## config.mk

```make
export PLATFORM = sky130hd
export DESIGN_NAME = cpu_sequencer
export DESIGN_NICKNAME = d
export VERILOG_FILES = /design/src/rtl/cpu_pkg.sv /design/src/rtl/cpu_pc_unit.sv /design/src/rtl/cpu_sequencer.sv
export SDC_FILE = /design/constraint.sdc
export NUM_CORES = 1
export LEC_CHECK = 0
export CAP_MARGIN = 0
export CORE_MARGIN = 2
export CORE_UTILIZATION = 50
export DETAILED_ROUTE_END_ITERATION = 10
export PLACE_DENSITY = 0.77
export SYNTH_ARGS = -nofsm -noshare
export SYNTH_HDL_FRONTEND = slang
export SYNTH_SLANG_ARGS = --single-unit
```

## constraint.sdc

```tcl
create_clock -name clk -period 4.53 [get_ports clk]
set_input_delay 0.906 -clock clk [delete_from_list [all_inputs] [get_ports clk]]
set_output_delay 0.906 -clock clk [all_outputs]
set_load 0.1 [all_outputs]
```

## src/rtl/cpu_pkg.sv

```systemverilog
// -----------------------------------------------------------------------------
// cpu_pkg
// Shared definitions for the 16-bit CPU control path:
//   - state_t      : sequencer FSM state encoding
//   - instr_t      : instruction field layout
//                    opcode[15:13] rs[12:10] rt[9:7] rd[6:4] func[3:0]
//                    imm[6:0] overlays rd/func; jump target is instr[12:0]
//   - HALT_WORD_DEFAULT : encoding that stops execution
//   - sign_extend7 : widen a 7-bit signed immediate to 16 bits
// -----------------------------------------------------------------------------
package cpu_pkg;

    typedef enum logic [2:0] {
        ST_IDLE,
        ST_FETCH,
        ST_DECODE,
        ST_EXEC,
        ST_MEM,
        ST_WB,
        ST_HALT,
        ST_FAULT
    } state_t;

    typedef struct packed {
        logic [2:0] opcode;
        logic [2:0] rs;
        logic [2:0] rt;
        logic [2:0] rd;
        logic [3:0] func;
    } instr_t;

    // The opcode field doubles as the page that a jump keeps from the pc.
    localparam int OPCODE_LSB = 13;
    localparam int IMM_MSB    = 6;

    localparam logic [15:0] HALT_WORD_DEFAULT = 16'hFFFF;

    function automatic logic [15:0] sign_extend7(input logic [6:0] imm);
        return {{9{imm[6]}}, imm};
    endfunction

endpackage

```

## src/rtl/cpu_pc_unit.sv

```systemverilog
// -----------------------------------------------------------------------------
// cpu_pc_unit
// Combinational next-pc selection.
//   pc       in  16  current program counter
//   jtarget  in  13  instr[12:0]; imm[6:0] is its low slice
//   jump     in   1  take the in-page jump target
//   branch   in   1  conditional relative branch
//   is_zero  in   1  ALU zero flag qualifying the branch
//   next_pc  out 16  selected successor pc (modulo 2^16)
// -----------------------------------------------------------------------------
module cpu_pc_unit
    import cpu_pkg::*;
(
    input  logic [15:0] pc,
    input  logic [12:0] jtarget,
    input  logic        jump,
    input  logic        branch,
    input  logic        is_zero,
    output logic [15:0] next_pc
);

    logic [15:0] seq_pc;

    assign seq_pc = pc + 16'd1;

    // Jump outranks branch when the decoder asserts both.
    always_comb begin
        if (jump) begin
            next_pc = {pc[15:OPCODE_LSB], jtarget};
        end else if (branch && is_zero) begin
            next_pc = seq_pc + sign_extend7(jtarget[IMM_MSB:0]);
        end else begin
            next_pc = seq_pc;
        end
    end

endmodule

```

## src/rtl/cpu_sequencer.sv

```systemverilog
// -----------------------------------------------------------------------------
// cpu_sequencer
// Multi-cycle control FSM for the 16-bit CPU. Owns pc and the instruction
// register and steps FETCH -> DECODE -> EXEC -> (MEM) -> WB.
//   clk, rst_n           clock / asynchronous active-low reset
//   run                  1 = free-run, 0 = single-step
//   step                 one-cycle pulse, starts one instruction from IDLE
//   imem_req/ack/rdata   instruction fetch handshake
//   pc, instr            program counter and latched instruction
//   jump, branch,
//   memwrite, regwrite   level controls from the decoder
//   is_zero              ALU zero flag, sampled in EXEC
//   dmem_req/ack         data write handshake
//   reg_we               one-cycle regfile write strobe (WB)
//   halted, fault        sticky stop indications
//   retired              one-cycle pulse per completed instruction
// -----------------------------------------------------------------------------
module cpu_sequencer
    import cpu_pkg::*;
#(
    parameter logic [15:0] RESET_PC  = 16'h0000,
    parameter logic [15:0] HALT_WORD = HALT_WORD_DEFAULT,
    parameter int unsigned MAX_WAIT  = 15
) (
    input  logic        clk,
    input  logic        rst_n,
    input  logic        run,
    input  logic        step,
    output logic        imem_req,
    input  logic        imem_ack,
    input  logic [15:0] imem_rdata,
    output logic [15:0] pc,
    output logic [15:0] instr,
    input  logic        jump,
    input  logic        branch,
    input  logic        memwrite,
    input  logic        regwrite,
    input  logic        is_zero,
    output logic        dmem_req,
    input  logic        dmem_ack,
    output logic        reg_we,
    output logic        halted,
    output logic        fault,
    output logic        retired
);

    // The counter holds the number of ack-less cycles already spent in the
    // current wait state, so the MAX_WAIT-th such cycle is the last one.
    localparam logic [3:0] WAIT_LAST = 4'(MAX_WAIT - 1);

    state_t      state_q;
    state_t      state_d;
    logic [15:0] pc_q;
    logic [15:0] instr_q;
    logic [15:0] next_pc_q;
    logic [15:0] next_pc;
    logic [3:0]  wait_q;
    logic        timeout;

    cpu_pc_unit u_pc_unit (
        .pc      (pc_q),
        .jtarget (instr_q[12:0]),
        .jump    (jump),
        .branch  (branch),
        .is_zero (is_zero),
        .next_pc (next_pc)
    );

    assign timeout = (wait_q == WAIT_LAST);

    always_ff @(posedge clk or negedge rst_n) begin
        if (!rst_n) begin
            state_q <= ST_IDLE;
        end else begin
            state_q <= state_d;
        end
    end

    // Requests and strobes decode straight from state so that an async
    // reset drops them in the same cycle.
    always_comb begin
        state_d  = state_q;
        imem_req = 1'b0;
        dmem_req = 1'b0;
        reg_we   = 1'b0;
        retired  = 1'b0;
        case (state_q)
            ST_IDLE: begin
                if (run || step) begin
                    state_d = ST_FETCH;
                end
            end
            ST_FETCH: begin
                imem_req = 1'b1;
                if (imem_ack) begin
                    state_d = ST_DECODE;
                end else if (timeout) begin
                    state_d = ST_FAULT;
                end
            end
            ST_DECODE: begin
                state_d = (instr_q == HALT_WORD) ? ST_HALT : ST_EXEC;
            end
            ST_EXEC: begin
                state_d = memwrite ? ST_MEM : ST_WB;
            end
            ST_MEM: begin
                dmem_req = 1'b1;
                if (dmem_ack) begin
                    state_d = ST_WB;
                end else if (timeout) begin
                    state_d = ST_FAULT;
                end
            end
            ST_WB: begin
                reg_we  = regwrite;
                retired = 1'b1;
                state_d = run ? ST_FETCH : ST_IDLE;
            end
            ST_HALT, ST_FAULT: begin
                state_d = state_q;
            end
            default: begin
                state_d = ST_IDLE;
            end
        endcase
    end

    always_ff @(posedge clk or negedge rst_n) begin
        if (!rst_n) begin
            pc_q      <= RESET_PC;
            instr_q   <= '0;
            next_pc_q <= RESET_PC;
            wait_q    <= '0;
        end else begin
            if (state_d != state_q) begin
                wait_q <= '0;
            end else if (state_q == ST_FETCH || state_q == ST_MEM) begin
                wait_q <= wait_q + 4'd1;
            end
            if (state_q == ST_FETCH && imem_ack) begin
                instr_q <= imem_rdata;
            end
            // Target is captured in EXEC while the decoder and flag are
            // valid, and committed only in WB so a MEM fault leaves pc
            // pointing at the faulting instruction.
            if (state_q == ST_EXEC) begin
                next_pc_q <= next_pc;
            end
            if (state_q == ST_WB) begin
                pc_q <= next_pc_q;
            end
        end
    end

    assign pc     = pc_q;
    assign instr  = instr_q;
    assign halted = (state_q == ST_HALT) || (state_q == ST_FAULT);
    assign fault  = (state_q == ST_FAULT);

endmodule

```

# After elaboration in Yosys (flattened, before gate mapping)

Cells that the tools add are included.
W data, S select, Z words.

Bits in registers: 55
Bits of input ports: 27
Output and inout port bits: 38

Add/subtract/negate cells: 3
Equality and inequality tests: 10
Multiplexer cells: 16
Reductions and logical operators: 8

Operators by type and width:

| kind                    | number |
|---|---|
| $mux W16                | 2 |
| $pmux W3 S7             | 1 |
| $add A16 B1 Y16 const B | 1 |
| $add A16 B16 Y16        | 1 |
| $eq A16 B16 Y1 const B  | 1 |
| $mux W3                 | 5 |
| $eq A3 B3 Y1 const B    | 4 |
| $mux W4                 | 2 |
| $eq A3 B2 Y1 const B    | 2 |
| $mux W1                 | 6 |
| $add A4 B1 Y4 const B   | 1 |
| $eq A4 B4 Y1 const B    | 1 |
| $eq A3 B1 Y1 const B    | 1 |
| $logic_not A3 Y1        | 1 |
| $logic_or A1 B1 Y1      | 3 |
| $ne A3 B3 Y1            | 1 |
| $logic_and A1 B1 Y1     | 2 |
| $reduce_bool A2 Y1      | 1 |
| $reduce_or A2 Y1        | 1 |

# Depth between registers and ports, before layout

Gate-level depths: netlist of the first run.

Depth in word-level cells: 6
Mapped depth: 14

# By module

A second synthesis of the first run with hierarchy kept.

Cell total of the unflattened synthesis: 379
Area, all modules: 3821.2 um^2

Modules (own cells, without submodules):

| module        | instances | cells an instance | area an instance (um^2) | seq. area each (um^2) |
|---|---|---|---|---|
| cpu_sequencer | 1         | 178               | 2449.8                  | 1376.3 |
| cpu_pc_unit   | 1         | 201               | 1371.3                  | 0.0 |

# Worst setup path after synthesis of the first run

No wires, ideal clock.

Path type: reg2reg
Start point: reg state_q[1]
End point: reg instr_q[8] (netlist: instr[8])
Setup time: 0.126 ns
Data arrival time: 3.909 ns
Required time: 4.404 ns
Slack: 0.496 ns
Cell stages (with the launch flop): 7
Clock period less this slack: 4.034 ns
Cell sequence: dfrtp_1 -> clkbuf_1 -> nor3b_1 -> and2_1 -> buf_2 -> buf_2 -> mux2_2

Longest elaborated chain between the ends: 2

Ends and longest elaborated chain:

| what                   | line                 | text |
|---|---|---|
| start, declared        | cpu_sequencer.sv:51  | `state_t state_q;` |
| start signal, assigned | cpu_sequencer.sv:75  | `state_q <= state_d;` |
| $eq A3 B1 Y1           | cpu_sequencer.sv:141 | `if (state_q == ST_FETCH && imem_ack) begin` |
| $logic_and A1 B1 Y1    | cpu_sequencer.sv:141 |  |
| end signal, assigned   | cpu_sequencer.sv:142 | `instr_q <= imem_rdata;` |
| end, declared          | cpu_sequencer.sv:54  | `logic [15:0] instr_q;` |

Every way passes these cells.
A chain may end at the register's enable or synchronous reset.

# Worst setup path after layout of the first run

Start point: reg state_q[0]
End point: out imem_req

Longest elaborated chain between the ends: 2

Ends and longest elaborated chain:

| what          | line                | text |
|---|---|---|
| $eq A3 B1 Y1  | cpu_sequencer.sv:87 | `case (state_q)` |
| $mux W1       | cpu_sequencer.sv:87 |  |
| end, declared | cpu_sequencer.sv:29 | `output logic imem_req,` |

Every way passes these cells.

==> run_results.csv, run 1 <==
group,metric,value,unit
global_routing,groute.usage.overall,24.6,%
route,remaining_drc_errors,0,
worst_setup_path,max_stage_delay,1.23,ns
clock_tree,insertion_delay,0.32,ns
timing,timing_worst_slew_pin_value,0.994,ns
global_routing,grt_antenna_before_repair,0,
die,pin_count,65,
clock_tree,clock_tree.htree_level_count,2,
route,finalWirelength,8830,microns
clock_tree,cts_buf_count,5,
clock_tree,cts.root.buffer_cell,"clkbuf_8",
route,drt_pre_antenna_iters,5,
clock_tree,clk_pin_slew,0.10,ns
clock_tree,cts_repair_resize_count,0,
yosys,post_synth_instance_area,3560,sq um
route,dr_total_vias,3177,
worst_setup_path,cp_max_fo,16,
die,die_w,88.3,microns
global_routing,largest_net_degree_at_the_start_of_global_routing,56,
worst_setup_path,crit_buf_inv,1,
placed_design,final_wtd_congestion,0.923,
route,detail_route.wl_per_cell,15.9,microns
worst_hold_path,min-delay-path-class,"reg2reg",
yosys,avgSynthCellArea,8.87,sq um
die,floorplan.core_area,6830,sq um
timing,setup-violations-final,0,
worst_setup_path,timing.rr.end,"next_pc_q[15]",
die,placementRows,30,
worst_setup_path,critical_path_s_top_delay_family,"buffers and inverters",
clock_tree,clock_path_buffers,2,
worst_setup_path,endpoint_arrival_time_on_the_critical_path,2.60,ns
die,floorplan.die.height,88.3,microns
worst_setup_path,worstSetupPathType,"reg2out",
yosys,ys_async_sr_fraction,100,%
layout,layout_commonest_cell,"nand2_1",
yosys,ys_types,51,
layout,fin_nets,507,
timing,max_frequency,0.285,GHz
global_routing,grt_overflow,0,
worst_setup_path,regToRegSetupSlack,1.03,ns
die,die-area,7800,sq um
flow_run,maxCapViolCount,0,
timing,maxSlewViolCount,0,
yosys,yosysSeqAreaShare,38.7,%
yosys,synth_top_cell_area_share,38.7,%
global_routing,number_of_global_route_vias_before_repair,3078,
worst_setup_path,timing.critical_path.to_type,"output pin",
clock_tree,post-cts-setup-buffers,0,
layout,most-common-layout-cells,"79 x nand2_1, 61 x clkdlybuf4s50_1, 55 x dfrtp_1",
worst_setup_path,critical_path.slowest_cell,"clkdlybuf4s50_1",
worst_setup_path,cp-start-kind,"flip-flop",
clock_tree,cts-hold-fix-buffers,0,
yosys,yosys_register_bits,55,
yosys,synth_fp_nets,451,
worst_hold_path,hold_path_end,"next_pc_q[11]",
yosys,yosys_warnings,0,
worst_hold_path,holdPathStages,1,
clock_tree,clock-sinks,55,
worst_setup_path,worstRegToRegCells,14,
yosys,syn_inst,401,
timing,worst_slew_margin_rel,33.5,%
clock_tree,cts_tree,"done",
timing,final_period_minus_worst_setup_slack,3.50,ns
worst_setup_path,cp_data_required_time,3.62,ns
die,initial_utilization,52.1,%
route,number_of_vias_per_cell_after_detailed_routing,5.73,
global_routing,first_pass_grt_wire_length,15000,microns
layout,syn_to_final_growth,23.2,%
timing,layout_worst_path_cycle_share,77.3,%
worst_setup_path,reg2reg_from,"pc[2]",
timing,worst_clock_skew,0.00694,ns
placed_design,quantity_of_i_o_buffers_inserted_on_ports,64,
worst_setup_path,crit_path_cell_trace,"nor3b_1 > clkdlybuf4s50_1",
run_status,run_status,"finished, final reports clean",
yosys,edff_count_synth,0,
worst_hold_path,holdCritStartpoint,"next_pc_q[11]",
yosys,synth.area.top_cells,"dfrtp_1 39%, nand2_1 8.3%, ha_1 7.7%",
route,antenna_violating_nets_post_route,0,
route,initialDrtViolationCount,261,
yosys,synth_flop_cell,"dfrtp_1",
timing,fin_tns_setup,0,ns
placed_design,detailed_place_hpwl,6360,microns
layout,insertedDiodeCount,0,
yosys,leading_area_contributor_after_synthesis,"dfrtp_1",
timing,setup_repair_after_global_routing_missed_its_margin,"no",
timing,hold_viol_final,0,
layout,final_layout_size_suffix_gt1_share,8.95,%
-- stage by stage --
step / worst slack [ns] / instance area [sq um] / utilization (%) / hold WS [ns] / cells
global route: 0.759 / 4380 / 64.1 / 0.505 / 554
global placement: 1.25 / 4260 / 62.4 / 0.447 / 546
floorplan: 0.496 / 3560 / - / 0.439 / 401
detailed placement: 1.09 / 4260 / 62.4 / 0.469 / 546
CTS: 1.02 / 4380 / 64.1 / 0.492 / 554
finish: 1.03 / 4380 / 64.1 / 0.491 / 554
-- worst max-delay path by stage --
stage / start / endpoint / depth (start not counted) / slack [ns]
after floorplan: state_q[1] / instr[8] / 6 / 0.50
after global placement: pc[2] / next_pc_q[15] / 14 / 1.25
after detailed placement: pc[2] / next_pc_q[15] / 14 / 1.09
after CTS: state_q[0] / imem_req / 2 / 1.02
after global routing: pc[2] / next_pc_q[15] / 14 / 0.76
final: state_q[0] / imem_req / 2 / 1.03
-- layout make-up --
class,count,area [sq um]
multi-input cells,318,2070
repair buffers,68,661
fillers,604,2450
inverters,9,33.8
clock buffers,5,68.8
well taps,96,120
flip-flops and latches,55,1380
clock inverters,3,47.5
-- synthesized netlist by cell type (all sizes together), types with 2 or more instances --
| master | instances |
|---|---|
| a211oi | 9 |
| a21o | 5 |
| a21oi | 15 |
| a31oi | 3 |
| and2 | 5 |
| and3 | 5 |
| and4 | 2 |
| buf | 2 |
| clkbuf | 17 |
| dfrtp | 55 |
| ha | 22 |
| inv | 9 |
| mux2 | 16 |
| mux2i | 3 |
| nand2 | 79 |
| nand2b | 4 |
| nand3 | 18 |
| nand3b | 3 |
| nand4 | 9 |
| nor2 | 24 |
| nor3 | 6 |
| nor3b | 3 |
| o211a | 2 |
| o211ai | 6 |
| o21ai | 28 |
| o311ai | 3 |
| o31ai | 4 |
| or2 | 2 |
| or4 | 2 |
| xnor2 | 16 |
| xor2 | 9 |
-- worst reg2reg max path, delay by kind of cell (launching register included) --
kind	cells	cell delay (ns)
flops	1	0.47
simple gates	6	1.08
fa+ha+maj	1	0.33
compound gates	6	1.26
xor+xnor	1	0.28
-- cells by family (layout without fill, tap and decap cells) --
family                     Yosys count  in the layout  synth area share, %
AOI/OAI and AO/OA                   86             86                 16.3
xor gates and xnor gates            25             25                 6.16
adders and majority gates           23             23                 8.30
buffers and inverters               28             85                 3.03
DFF                                 55             55                 38.7
muxes                               19             19                 5.91
and+or+nand+nor                    165            165                 21.6
-- flip-flops by register name, summed over array words and instances, names as in the netlist --
register and cells:
instr 16, next_pc_q 16, pc 16, wait_q 4, state_q 3
-- per-layer routing --
metal  track usage (%)  share of wire (%)
met1              36.8                 48
met5                 0                  0
met3              4.94                6.5
met4              3.86               0.77
met2              37.9                 45
Power of run 1 is left out: the tool's default activity adds up to more than one toggle a clock period on the data nets, which glitch-free logic cannot reach.
==> run 2, diff against run 1 <==
--- a/config.mk
+++ b/config.mk
@@ -7,7 +7,7 @@
 export LEC_CHECK = 0
 export CAP_MARGIN = 0
 export CORE_MARGIN = 2
-export CORE_UTILIZATION = 50
+export CORE_UTILIZATION = 48
 export DETAILED_ROUTE_END_ITERATION = 10
 export PLACE_DENSITY = 0.77
 export SYNTH_ARGS = -nofsm -noshare
==> constraint.sdc (replaced) <==
create_clock -name clk -period 3.1 [get_ports clk]
set_input_delay 0.62 -clock clk [delete_from_list [all_inputs] [get_ports clk]]
set_output_delay 0.62 -clock clk [all_outputs]
set_load 0.1 [all_outputs]
==> run 2 against run 1 <==
Against the previous run: die area grew 4.0%; clock-buffer cell count is the same; core utilization fell by 0.89 points; non-clock buffer count is 16 higher; clock skew down 0.0011 ns; first-iteration DRC count down 44%; final cell count rose by 3.4%; global-route usage shrank 2.3 points; via count increased by 1.1%; critical path depth is 10 higher; hold slack worse by 0.065 ns; critical endpoint is now next_pc_q[15].
==> run_results.csv, run 2 (synthesized netlist as in run 1, its figures left out) <==
group,metric,value,unit
run_status,run_status,"finished, final reports clean",
worst_setup_path,endpoint_arrival_time_on_the_critical_path,3.34,ns
clock_tree,cts_tree,"done",
route,initialDrtViolationCount,146,
timing,layout_worst_path_cycle_share,99.5,%
layout,filler_cell_count,618,
clock_tree,clk_pin_slew,0.11,ns
die,die_w,90.1,microns
die,initial_utilization,49.3,%
timing,hold_viol_final,0,
layout,most-common-layout-cells,"78 x nand2_1, 56 x buf_4, 41 x dfrtp_1",
worst_setup_path,worstRegToRegCells,12,
worst_setup_path,timing.critical_path.to_type,"flip-flop",
die,pin_count,65,
placed_design,place_worst_setup_slack,-0.00674,ns
timing,final.setup.worst_slack,0.0141,ns
route,remaining_drc_errors,0,
timing,setup-violations-final,0,
route,detail_route.wl_per_cell,16.1,microns
route,dr_total_vias,3212,
global_routing,largest_net_degree_at_the_start_of_global_routing,56,
placed_design,quantity_of_i_o_buffers_inserted_on_ports,64,
route,antenna_violating_nets_post_route,0,
clock_tree,clock_path_buffers,2,
global_routing,number_of_global_route_vias_before_repair,2996,
worst_setup_path,timing.rr.end,"next_pc_q[15]",
clock_tree,clock-sinks,55,
clock_tree,clock_tree.htree_level_count,2,
worst_setup_path,cp_max_fo,5,
route,finalWirelength,9250,microns
die,floorplan.die.height,90.1,microns
die,die-area,8110,sq um
layout,final-seq-area,1410,sq um
die,placementRows,31,
worst_setup_path,regToRegSetupSlack,0.01,ns
worst_setup_path,cp_data_required_time,3.36,ns
placed_design,detailed_place_hpwl,6690,microns
route,number_of_vias_per_cell_after_detailed_routing,5.61,
global_routing,groute.usage.overall,22.3,%
die,floorplan.core_area,7210,sq um
flow_run,maxCapViolCount,0,
worst_setup_path,worstSetupPathType,"reg2reg",
timing,worst_slew_margin_rel,53.4,%
layout,final_layout_size_suffix_gt1_share,26.2,%
worst_setup_path,reg2reg_from,"pc[0]",
layout,fin_nets,523,
clock_tree,insertion_delay,0.31,ns
worst_hold_path,min-delay-path-class,"in2async",
timing,max_frequency,0.324,GHz
layout,syn_to_final_growth,28.3,%
global_routing,grt_overflow,0,
global_routing,grt_antenna_before_repair,0,
timing,worst_clock_skew,0.00587,ns
global_routing,first_pass_grt_wire_length,14800,microns
timing,timing_worst_slew_pin_value,0.699,ns
clock_tree,cts_buf_count,5,
timing,maxSlewViolCount,0,
timing,final_period_minus_worst_setup_slack,3.09,ns
layout,final_core_utilization,63.2,%
clock_tree,cts-hold-fix-buffers,0,
layout,layout_commonest_cell,"nand2_1",
route,drt_pre_antenna_iters,5,
layout,insertedDiodeCount,0,
worst_setup_path,cp-start-kind,"flip-flop",
placed_design,final_wtd_congestion,0.850,
clock_tree,cts.root.buffer_cell,"clkbuf_8",
timing,setup_repair_after_global_routing_missed_its_margin,"yes",
layout,multi_input_area,2190,sq um
==> run 2: cell count changes in the layout (fill, tap and decap cells not counted), sizes merged <==
cell,change
clkdlybuf4s50,-36
inv,+1
buf,+52
bufinv,-1
==> run 2: per-layer routing <==
layer	global-route usage (%)	routed length, microns	up-vias
met5	0	0	-
li1	-	-	1560
met3	2.85	440	2
met4	3.46	31	0
met1	32.4	4370	1553
met2	36.6	4400	97
==> run 2: what timing repair did <==
item / in CTS / in global routing
gates resized for setup: 2 / 10
pin swaps: 0 / 7
setup endpoints to repair: 1 / 3
setup buffers: 0 / 5
==> run 2: final cells by class <==
type	instances	area share, %
Timing Repair Buffer	84	15.7
Clock buffer	5	1.51
Multi-Input combinational cell	318	48.0
Sequential cell	55	30.9
Tap cell	99	2.72
Clock inverter	3	0.494
Inverter	9	0.741
==> run 2: worst max-delay path, stage by stage, from the launching register on <==
cell	delay, ns
dfrtp_4	0.53
ha_4	0.19
xor2_1	0.21
ha_1	0.32
o21ai_0	0.28
o21ba_2	0.22
a21o_2	0.17
a21oi_2	0.06
o31a_1	0.25
or3_4	0.34
a32oi_1	0.19
and3b_1	0.19
nand3_1	0.07
==> run 2: how the worst max path moves through the flow <==
stage               cells after the start       endpoint  startpoint  slack, ns
finish                                 12  next_pc_q[15]       pc[0]       0.01
global route                           12  next_pc_q[15]       pc[0]      -0.06
CTS                                    14  next_pc_q[15]       pc[2]      0.006
detailed placement                     14  next_pc_q[15]       pc[2]     -0.007
global placement                       13  next_pc_q[15]       pc[2]       0.06
floorplan                              14  next_pc_q[15]       pc[3]      -0.03
==> run 2: per-stage QoR <==
stage,hold slack [ns],area (sq um),TNS (ns),instances
6_report,0.426,4560,0,573
3_3_place_gp,0.445,4360,0,560
3_5_place_dp,0.449,4360,-0.00674,560
5_1_grt,0.490,4560,-0.117,573
2_1_floorplan,0.324,3630,-0.0293,401
4_1_cts,0.453,4460,0,568
Power of run 2 is left out for the same reason.
==> run 3, diff against run 2 <==
==> constraint.sdc (replaced) <==
create_clock -name clk -period 2.5 [get_ports clk]
set_input_delay 0.5 -clock clk [delete_from_list [all_inputs] [get_ports clk]]
set_output_delay 0.5 -clock clk [all_outputs]
set_load 0.1 [all_outputs]
==> run 3 against run 2 <==
Against the previous run: the flow now finishes with violations (setup timing); wire length grew 21%; non-clock buffer count grew 63; cell area grew 19%; first-iteration DRC count grew 40%; clock-buffer cell count is the same; clock skew grew 0.0036 ns; hold slack lost 0.27 ns; register-to-register slack lost 0.54 ns.
==> run_results.csv, run 3 (synthesized netlist as in run 1, its figures left out) <==
group,metric,value,unit
placed_design,instance_area_after_placement,4870,sq um
placed_design,place_worst_setup_slack,-0.538,ns
timing,final_period_minus_worst_setup_slack,3.03,ns
timing,worst_slew_margin_rel,63.4,%
placed_design,final_wtd_congestion,0.935,
die,floorplan.die.height,90.1,microns
global_routing,grt_antenna_before_repair,0,
route,drt_pre_antenna_iters,4,
layout,multi_input_area,2520,sq um
timing,maxSlewViolCount,0,
route,initialDrtViolationCount,205,
route,dr_total_vias,3639,
timing,worst_clock_skew,0.00948,ns
layout,finalInstanceArea,5430,sq um
die,die-area,8110,sq um
timing,final.setup.worst_slack,-0.525,ns
timing,hold_viol_final,0,
die,pin_count,65,
layout,layout_commonest_cell,"buf_4",
clock_tree,clock_tree.htree_level_count,2,
worst_setup_path,endpoint_arrival_time_on_the_critical_path,3.29,ns
global_routing,largest_net_degree_at_the_start_of_global_routing,34,
worst_setup_path,max_stage_delay,0.44,ns
timing,fin_tns_setup,-2.66,ns
timing,max_frequency,0.331,GHz
layout,final_layout_size_suffix_gt1_share,42.1,%
worst_setup_path,worstSetupPathType,"reg2reg",
route,detail_route.wl_per_cell,17.6,microns
layout,fin_nets,586,
route,antenna_violating_nets_post_route,0,
die,placementRows,31,
layout,final-seq-area,1410,sq um
die,floorplan.core_area,7210,sq um
die,die_w,90.1,microns
global_routing,grt_overflow,0,
worst_setup_path,crit_path_cell_trace,"and3_1 > nand3_2 > xnor2_2 > buf_4 > ha_1 > nor3_1 > a21o_2 > a21oi_2 > o31a_1 > or3_4 > a32oi_1 > and3b_1 > nand3_1",
route,remaining_drc_errors,0,
clock_tree,cts_tree,"done",
placed_design,detailed_place_hpwl,7810,microns
worst_setup_path,cp_data_required_time,2.76,ns
layout,filler_cell_count,500,
timing,setup-violations-final,9,
die,initial_utilization,49.3,%
worst_setup_path,critical_path.slowest_cell,"dfrtp_4",
global_routing,first_pass_grt_wire_length,17600,microns
clock_tree,clock-sinks,55,
flow_run,maxCapViolCount,0,
clock_tree,cts.root.buffer_cell,"clkbuf_8",
worst_hold_path,min-delay-path-class,"in2async",
worst_setup_path,timing.critical_path.to_type,"flip-flop",
placed_design,quantity_of_i_o_buffers_inserted_on_ports,64,
worst_setup_path,cp_max_fo,4,
clock_tree,insertion_delay,0.32,ns
clock_tree,cts-hold-fix-buffers,0,
layout,most-common-layout-cells,"111 x buf_4, 77 x nand2_1, 39 x dfrtp_1",
run_status,violated_checks,"setup timing",
run_status,run_status,"finished, violations left",
worst_setup_path,cp-start-kind,"flip-flop",
global_routing,groute.usage.overall,26.8,%
global_routing,number_of_global_route_vias_before_repair,3641,
route,finalWirelength,11200,microns
clock_tree,clk_pin_slew,0.11,ns
layout,insertedDiodeCount,0,
clock_tree,clock_path_buffers,2,
clock_tree,cts_buf_count,5,
route,number_of_vias_per_cell_after_detailed_routing,5.72,
layout,syn_to_final_growth,52.7,%
timing,timing_worst_slew_pin_value,0.549,ns
timing,setup_repair_after_global_routing_missed_its_margin,"yes",
timing,layout_worst_path_cycle_share,121,%
## run 3: cell count changes in the layout (fill, tap and decap cells not counted), sizes merged
cell	delta
buf	+63
clkinvlp	+1
inv	-1
## run 3: routing by layer
metal  GRT usage [%]  part of all wire, %  vias up
met1            33.2                   41     1785
met3            4.19                  4.9       28
met2            48.9                   51      131
met4            6.28                  2.8        0
met5               0                    0        -
li1                -                    -     1695
## run 3: path summary, 6_finish.rpt
| check | cells past startpoint | to | slack [ns] | from |
|---|---|---|---|---|
| min | 1 | pc[13] | 0.15 | rst_n |
| min in group clk | 2 | pc[9] | 0.48 | next_pc_q[9] |
| max | 13 | next_pc_q[15] | -0.53 | pc[2] |
| min reg2reg | 2 | pc[9] | 0.48 | next_pc_q[9] |
| max reg2reg | 13 | next_pc_q[15] | -0.53 | pc[2] |
| max in group asynchronous | 2 | pc[5] | 1.76 | rst_n |
## run 3: area by class of cell
type                       count  area share, %
multi-input combinational    318           46.4
sequential                    55           26.0
timing repair buffer         147           22.9
tap                           99           2.28
clock buffer                   5           1.27
inverter                       9          0.622
clock inverter                 3          0.507
## run 3: what timing repair did
action	CTS	global route
resized for setup	34	30
hold endpoints to repair	0	0
pin swaps	15	29
endpoints found under the setup margin	11	12
setup buffers	4	7
## run 3: critical path, delay by kind of cell (launching register included)
kind	cells	cell delay (ns)
XOR/XNOR	1	0.15
adder cells (fa/ha/maj)	1	0.21
AO/OA/AOI/OAI	4	0.73
flip-flops	1	0.44
AND/OR/NAND/NOR	6	1.28
buffers and inverters	1	0.15
## run 3: through the flow
step	utilization (%)	cells	hold WS, ns
after floorplan	-	401	0.204
final	75.3	636	0.152
after global routing	75.3	636	0.193
after CTS	72.4	629	0.164
after global placement	67.6	617	0.448
after detailed placement	67.6	617	0.453
Power of run 3 is left out for the same reason.
